--- src/rtl/can_pkg.sv ---
// Shared CAN-controller definitions: interframe-space monitor states, bus levels
// and default timing constants used by the monitor, the overload/error frame
// maker and the decoder.
package can_pkg;

  // Interframe-space monitor states; the encoding is visible on the debug port.
  typedef enum logic [2:0] {
    INTEGRATE = 3'd0,
    IDLE      = 3'd1,
    FRAME     = 3'd2,
    ITM       = 3'd3,
    OVLD_WAIT = 3'd4
  } state_e;

  // Sampled bus levels.
  localparam logic DOMINANT  = 1'b0;
  localparam logic RECESSIVE = 1'b1;

  // Default timing constants, in CAN bit times.
  localparam int DEF_INTEG_BITS   = 11;
  localparam int DEF_ITM_BITS     = 3;
  localparam int DEF_MAX_REQ_OVLD = 2;
  localparam int DEF_OVLD_TIMEOUT = 64;
  localparam int DEF_CNT_W        = 7;

endpackage : can_pkg

--- src/rtl/itm_monitor.sv ---
// Interframe-space monitor. Tracks bus integration, intermission and bus idle,
// requests overload frames from the overload/error frame maker (reactive and
// receiver-requested) and flags start-of-frame. Clocked by the sample-point strobe.
module itm_monitor
  import can_pkg::*;
#(
  parameter int INTEG_BITS   = DEF_INTEG_BITS,
  parameter int ITM_BITS     = DEF_ITM_BITS,
  parameter int MAX_REQ_OVLD = DEF_MAX_REQ_OVLD,
  parameter int OVLD_TIMEOUT = DEF_OVLD_TIMEOUT,
  parameter int CNT_W        = DEF_CNT_W
) (
  input  logic       SP,
  input  logic       reset,
  input  logic       RX,
  input  logic       EOF_DONE,
  input  logic       F_ITMSS,
  input  logic       BUSY_RX,
  output logic       F_OVRLD,
  output logic       F_SOF,
  output logic       BUS_IDLE,
  output logic       ITM_ACTIVE,
  output logic [2:0] STATE_O
);

  localparam int REQ_W = $clog2(MAX_REQ_OVLD + 1);

  localparam logic [CNT_W-1:0] INTEG_LAST = CNT_W'(INTEG_BITS - 1);
  localparam logic [CNT_W-1:0] ITM_LAST   = CNT_W'(ITM_BITS - 1);
  localparam logic [CNT_W-1:0] OVLD_LAST  = CNT_W'(OVLD_TIMEOUT - 1);
  localparam logic [CNT_W-1:0] CNT_MAX    = '1;
  localparam logic [REQ_W-1:0] REQ_MAX    = REQ_W'(MAX_REQ_OVLD);

  state_e           state_q, state_d;
  logic [CNT_W-1:0] cnt_q, cnt_d;
  logic [REQ_W-1:0] req_cnt_q, req_cnt_d;
  logic             f_ovrld_q, f_ovrld_d;
  logic             f_sof_q, f_sof_d;
  logic             bus_idle_q, bus_idle_d;
  logic             itm_active_q, itm_active_d;

  logic             frame_evt;
  logic             ovld_grant;
  logic [CNT_W-1:0] cnt_inc;

  // Next-state and next-output logic; every output is registered from here.
  always_comb begin
    state_d   = state_q;
    cnt_d     = cnt_q;
    req_cnt_d = req_cnt_q;
    f_ovrld_d = 1'b1;
    f_sof_d   = 1'b0;

    // EOF_DONE and F_ITMSS on the same bit are one end-of-frame event.
    frame_evt  = EOF_DONE || !F_ITMSS;
    ovld_grant = BUSY_RX && (req_cnt_q < REQ_MAX);
    cnt_inc    = (cnt_q == CNT_MAX) ? cnt_q : cnt_q + 1'b1;

    case (state_q)
      INTEGRATE: begin
        if (RX == RECESSIVE) begin
          if (cnt_q == INTEG_LAST) begin
            state_d = IDLE;
            cnt_d   = '0;
          end else begin
            cnt_d = cnt_inc;
          end
        end else begin
          cnt_d = '0;
        end
      end

      IDLE: begin
        if (RX == DOMINANT) begin
          state_d   = FRAME;
          f_sof_d   = 1'b1;
          req_cnt_d = '0;
        end
      end

      FRAME: begin
        if (frame_evt) begin
          cnt_d = '0;
          if (ovld_grant) begin
            state_d   = OVLD_WAIT;
            f_ovrld_d = 1'b0;
            req_cnt_d = req_cnt_q + 1'b1;
          end else begin
            state_d = ITM;
          end
        end
      end

      ITM: begin
        if (cnt_q >= ITM_LAST) begin
          // Last intermission bit: dominant is SOF, recessive means bus idle.
          cnt_d     = '0;
          req_cnt_d = '0;
          if (RX == DOMINANT) begin
            state_d = FRAME;
            f_sof_d = 1'b1;
          end else begin
            state_d = IDLE;
          end
        end else if (RX == DOMINANT) begin
          // Dominant in an early intermission bit: reactive overload.
          state_d   = OVLD_WAIT;
          f_ovrld_d = 1'b0;
          cnt_d     = '0;
        end else begin
          cnt_d = cnt_inc;
        end
      end

      OVLD_WAIT: begin
        // A hand-back on the bit right after our own request cannot be the
        // delimiter of that overload frame, so it is not acted on; this also
        // keeps F_OVRLD from going low on two consecutive bits.
        if (!F_ITMSS && f_ovrld_q) begin
          cnt_d = '0;
          if (ovld_grant) begin
            f_ovrld_d = 1'b0;
            req_cnt_d = req_cnt_q + 1'b1;
          end else begin
            state_d = ITM;
          end
        end else if (cnt_q >= OVLD_LAST) begin
          state_d = INTEGRATE;
          cnt_d   = '0;
        end else begin
          cnt_d = cnt_inc;
        end
      end

      default: begin
        state_d   = INTEGRATE;
        cnt_d     = '0;
        req_cnt_d = '0;
      end
    endcase

    bus_idle_d   = (state_d == IDLE);
    itm_active_d = (state_d == ITM);
  end

  // State, counters and registered outputs; reset wins over every input.
  always_ff @(posedge SP) begin
    if (reset) begin
      state_q      <= INTEGRATE;
      cnt_q        <= '0;
      req_cnt_q    <= '0;
      f_ovrld_q    <= 1'b1;
      f_sof_q      <= 1'b0;
      bus_idle_q   <= 1'b0;
      itm_active_q <= 1'b0;
    end else begin
      state_q      <= state_d;
      cnt_q        <= cnt_d;
      req_cnt_q    <= req_cnt_d;
      f_ovrld_q    <= f_ovrld_d;
      f_sof_q      <= f_sof_d;
      bus_idle_q   <= bus_idle_d;
      itm_active_q <= itm_active_d;
    end
  end

  assign F_OVRLD    = f_ovrld_q;
  assign F_SOF      = f_sof_q;
  assign BUS_IDLE   = bus_idle_q;
  assign ITM_ACTIVE = itm_active_q;
  assign STATE_O    = state_q;

endmodule : itm_monitor

--- config.mk ---
export PLATFORM = sky130hd
export DESIGN_NAME = itm_monitor
export DESIGN_NICKNAME = d
export VERILOG_FILES = /design/src/rtl/can_pkg.sv /design/src/rtl/itm_monitor.sv
export SDC_FILE = /design/constraint.sdc
export NUM_CORES = 1
export LEC_CHECK = 0
export BUFFER_PORTS_ARGS = -buffer_cell sky130_fd_sc_hd__buf_2
export CORE_MARGIN = 2
export CORE_UTILIZATION = 35
export CTS_CLUSTER_DIAMETER = 50
export CTS_CLUSTER_SIZE = 12
export DETAILED_ROUTE_END_ITERATION = 7
export GPL_TIMING_DRIVEN = 0
export PLACE_DENSITY_LB_ADDON = 0.25
export SYNTH_ARGS = -nofsm -noshare
export SYNTH_HDL_FRONTEND = slang
export SYNTH_SLANG_ARGS = --single-unit
--- constraint.sdc ---
create_clock -name SP -period 5.7 [get_ports SP]
set_clock_uncertainty 0.05 [all_clocks]
set_input_delay 0.855 -clock SP [delete_from_list [all_inputs] [get_ports SP]]
set_output_delay 0.855 -clock SP [all_outputs]
set_load 0.02 [all_outputs]
==> results.md <==
* Status: finished, final reports clean
* Crit Reg-Reg Endpoint: cnt_q[2]
* Largest net degree at the start of global routing at 11
* Slowest stage delay, CP at 0.54 ns
* Setup TNS at 0 ns
* Top-count cell post-synth: dfxtp_1
* Final Max Slew Viols at 0
* Commonest cells post-synth: dfxtp_1 (16), nor2_1 (15), a21oi_1 (10), nand2_1 (9), nor2b_1 (6)
* Syn_nets at 132
* Final Net Count at 148
* HPWL after DPL at 1790 um
* IO Port Bufs at 11
* Logic gate share of total power at 0.073
* Max clock buf depth at 2
* Clock-pin slew on the worst setup and hold paths at 0.11 ns
* Req. time, crit path at 5.86 ns
* Pwr Density at 180 nW/um^2
* RSZ-0062 raised after global routing: false
* Final wirelength at 2430 um
* CTS buffer count at 3
* Slowest CP cell: or4b_1
* Synth Area per Inst at 8.22 sq um
* Fin. Hold Viols at 0
* Vias in the first global route at 889
* CTS root buf: clkbuf_4
* Fraction of layout instances using a drive strength above 1 at 0.201
* Drt first pass iters at 4
* FMAX at 409 MHz
* Residual DRC at 0
* GPL Wtd Cong at 0.782
* Yosys reg bits at 16
* CTS resizes at 0
* Crit-path cells: inv_1 -> ha_1 -> or4b_1 -> or2_4 -> o311ai_4 -> o21bai_2 -> a311oi_1
* Cell variety after synth at 49
* Fin crit share at 0.429
* Part of the power in registers at 0.551
* Number of diodes at 0
* P_int at 0.157 mW
* Htree depth at 1
* Post-route ant nets at 0
* Worst Setup Path Type: reg2reg
* Max cap viols at 0
* Die X at 58.0 um
* Hold path endpoint: cnt_q[6]
* Setup violators final at 0
* Peak VDD IR at 0.000120 V
* WL/cell at 14.3 um
* Arrival time worst endpoint at 2.60 ns
* CP Max Fanout at 7
* Min Clock Period, post-route at 2.45 ns
* Worst hold slack at 0.473 ns
* R2r setup slk at 3.25 ns
* WHS Path Cells at 2
* CTS tree: yes
* Worst hold path startpoint: cnt_q[6]
* Post-synth top area share at 0.314
* First-pass GRT wire length at 4020 um
* Clk pwr share at 0.376
* Cts hold-fix bufs at 0
* Drt first-iter violations at 44
* Startpoint Class: flop
* Post-synth ARST share at 0
* Clk Latency, worst-skew pair at 0.29 ns
* Core ar. at 2760 sq um
* R2R cell count at 7
* Area grow syn2layout at 12.8%
* Worst rel slew slack at 0.708
* Cell row count at 19
* Buffer count from post-CTS setup fixing at 0
* Antenna violations before repair at 0
* Sw frac at 0.238
* Crit path capture type: flop
* RR Startpoint: cnt_q[0]
* Post-Syn Area at 1020 sq um
* # IOs at 13
* Syn Inst Count at 124
* Total Die Area at 3360 sq um
* Worst slew pin tran at 0.439 ns
* Vias/cell at 5.82
* Seq/Total Area, Yosys at 0.314
* Die height at 58.0 um
* Total global-route track usage at 0.153
* Hold Path Class: reg2reg
* Number of synthesized flops with an enable pin at 0
* Leakage at 0.433 nW
* Initial Util at 0.370
* Total gr overflow at 0
* TritonCTS Sinks at 16
* Ys Warns at 0
* Cell taking the most area after synthesis: dfxtp_1
* Ranking of synthesized cells by area: dfxtp_1 (31%), nor2_1 (5.5%), a21oi_1 (4.9%), nor2b_1 (3.7%), nand2_1 (3.3%)
* Main synth FF type: dfxtp_1
* Psw at 0.0492 mW
* DR vias at 990
## routing by layer
| metal | global-route usage | up-vias | wire, um |
|---|---|---|---|
| met4 | 0.0498 | 0 | 16 |
| met2 | 0.253 | 17 | 1120 |
| met3 | 0.0201 | 2 | 75 |
| li1 | - | 493 | - |
| met1 | 0.205 | 478 | 1210 |
| met5 | 0 | - | 0 |
## critical path: cells and delay by family (launching register included)
kind	cells	cell delay [ns]
AO/OA/AOI/OAI	3	0.72
buffers and inverters	1	0.09
AND/OR/NAND/NOR	2	0.83
adder cells (fa/ha/maj)	1	0.22
flip-flops	1	0.45
## sequential cells by signal, indices dropped and copies added, names as in the netlist
name and count:
BUS_IDLE 1, F_OVRLD 1, F_SOF 1, ITM_ACTIVE 1
STATE_O 3, cnt_q 7, req_cnt_q 2
## worst max-delay path by stage
stage	startpoint	slack, ns	to
2_1_floorplan	cnt_q[0]	3.52	cnt_q[4]
3_3_place_gp	cnt_q[0]	3.33	cnt_q[4]
3_5_place_dp	cnt_q[0]	3.29	cnt_q[2]
4_1_cts	cnt_q[0]	3.26	cnt_q[2]
5_1_grt	cnt_q[0]	3.10	cnt_q[2]
6_report	cnt_q[0]	3.25	cnt_q[2]
## per-stage QoR
step	total power, mW	util	cells	setup WS [ns]	area (sq um)
after floorplan	0.126	-	124	3.52	1020
after global placement	0.131	0.404	166	3.33	1110
after detailed placement	0.131	0.404	166	3.29	1110
after CTS	0.208	0.417	170	3.26	1150
after global routing	0.216	0.417	170	3.10	1150
final	0.207	0.417	170	3.25	1150
## layout make-up
| class | count | area (sq um) |
|---|---|---|
| Clock buffer | 4 | 36.3 |
| Buffer | 4 | 28.8 |
| Sequential cell | 16 | 320 |
| Inverter | 4 | 15.0 |
| Multi-Input combinational cell | 100 | 656 |
| Timing Repair Buffer | 11 | 55.1 |
| Tap cell | 31 | 38.8 |
| Fill cell | 295 | 1610 |
## cell families (layout without fill, tap and decap cells)
logic type / after synthesis / after routing / synth area share
XOR/XNOR: 2 / 2 / 0.0172
AO/OA/AOI/OAI: 37 / 37 / 0.277
adder cells (fa/ha/maj): 2 / 2 / 0.0245
flip-flops: 16 / 16 / 0.314
multiplexers: 1 / 1 / 0.00982
buffers and inverters: 8 / 23 / 0.0429
AND/OR/NAND/NOR: 58 / 58 / 0.314
## cell usage in the layout (no fill, tap or decap), drive strengths merged, types with 3 or more instances in the layout
| cell type | instances |
|---|---|
| dfxtp | 16 |
| nor4 | 3 |
| a21oi | 11 |
| and3 | 3 |
| nand2b | 4 |
| inv | 4 |
| clkbuf | 6 |
| o21ai | 4 |
| buf | 12 |
| nand3 | 3 |
| or2 | 3 |
| nor2 | 15 |
| nor2b | 6 |
| nand2 | 9 |
## power groups by stage
stage          Sequential (mW)  Combinational (mW)  Clock (mW)
2_1_floorplan            0.116              0.0102           0
3_3_place_gp             0.116              0.0149           0
3_5_place_dp             0.116              0.0149           0
6_report                 0.114              0.0152      0.0776
4_1_cts                  0.114              0.0151      0.0792
5_1_grt                  0.114              0.0167      0.0850
Power figures use the tool's default switching activity.
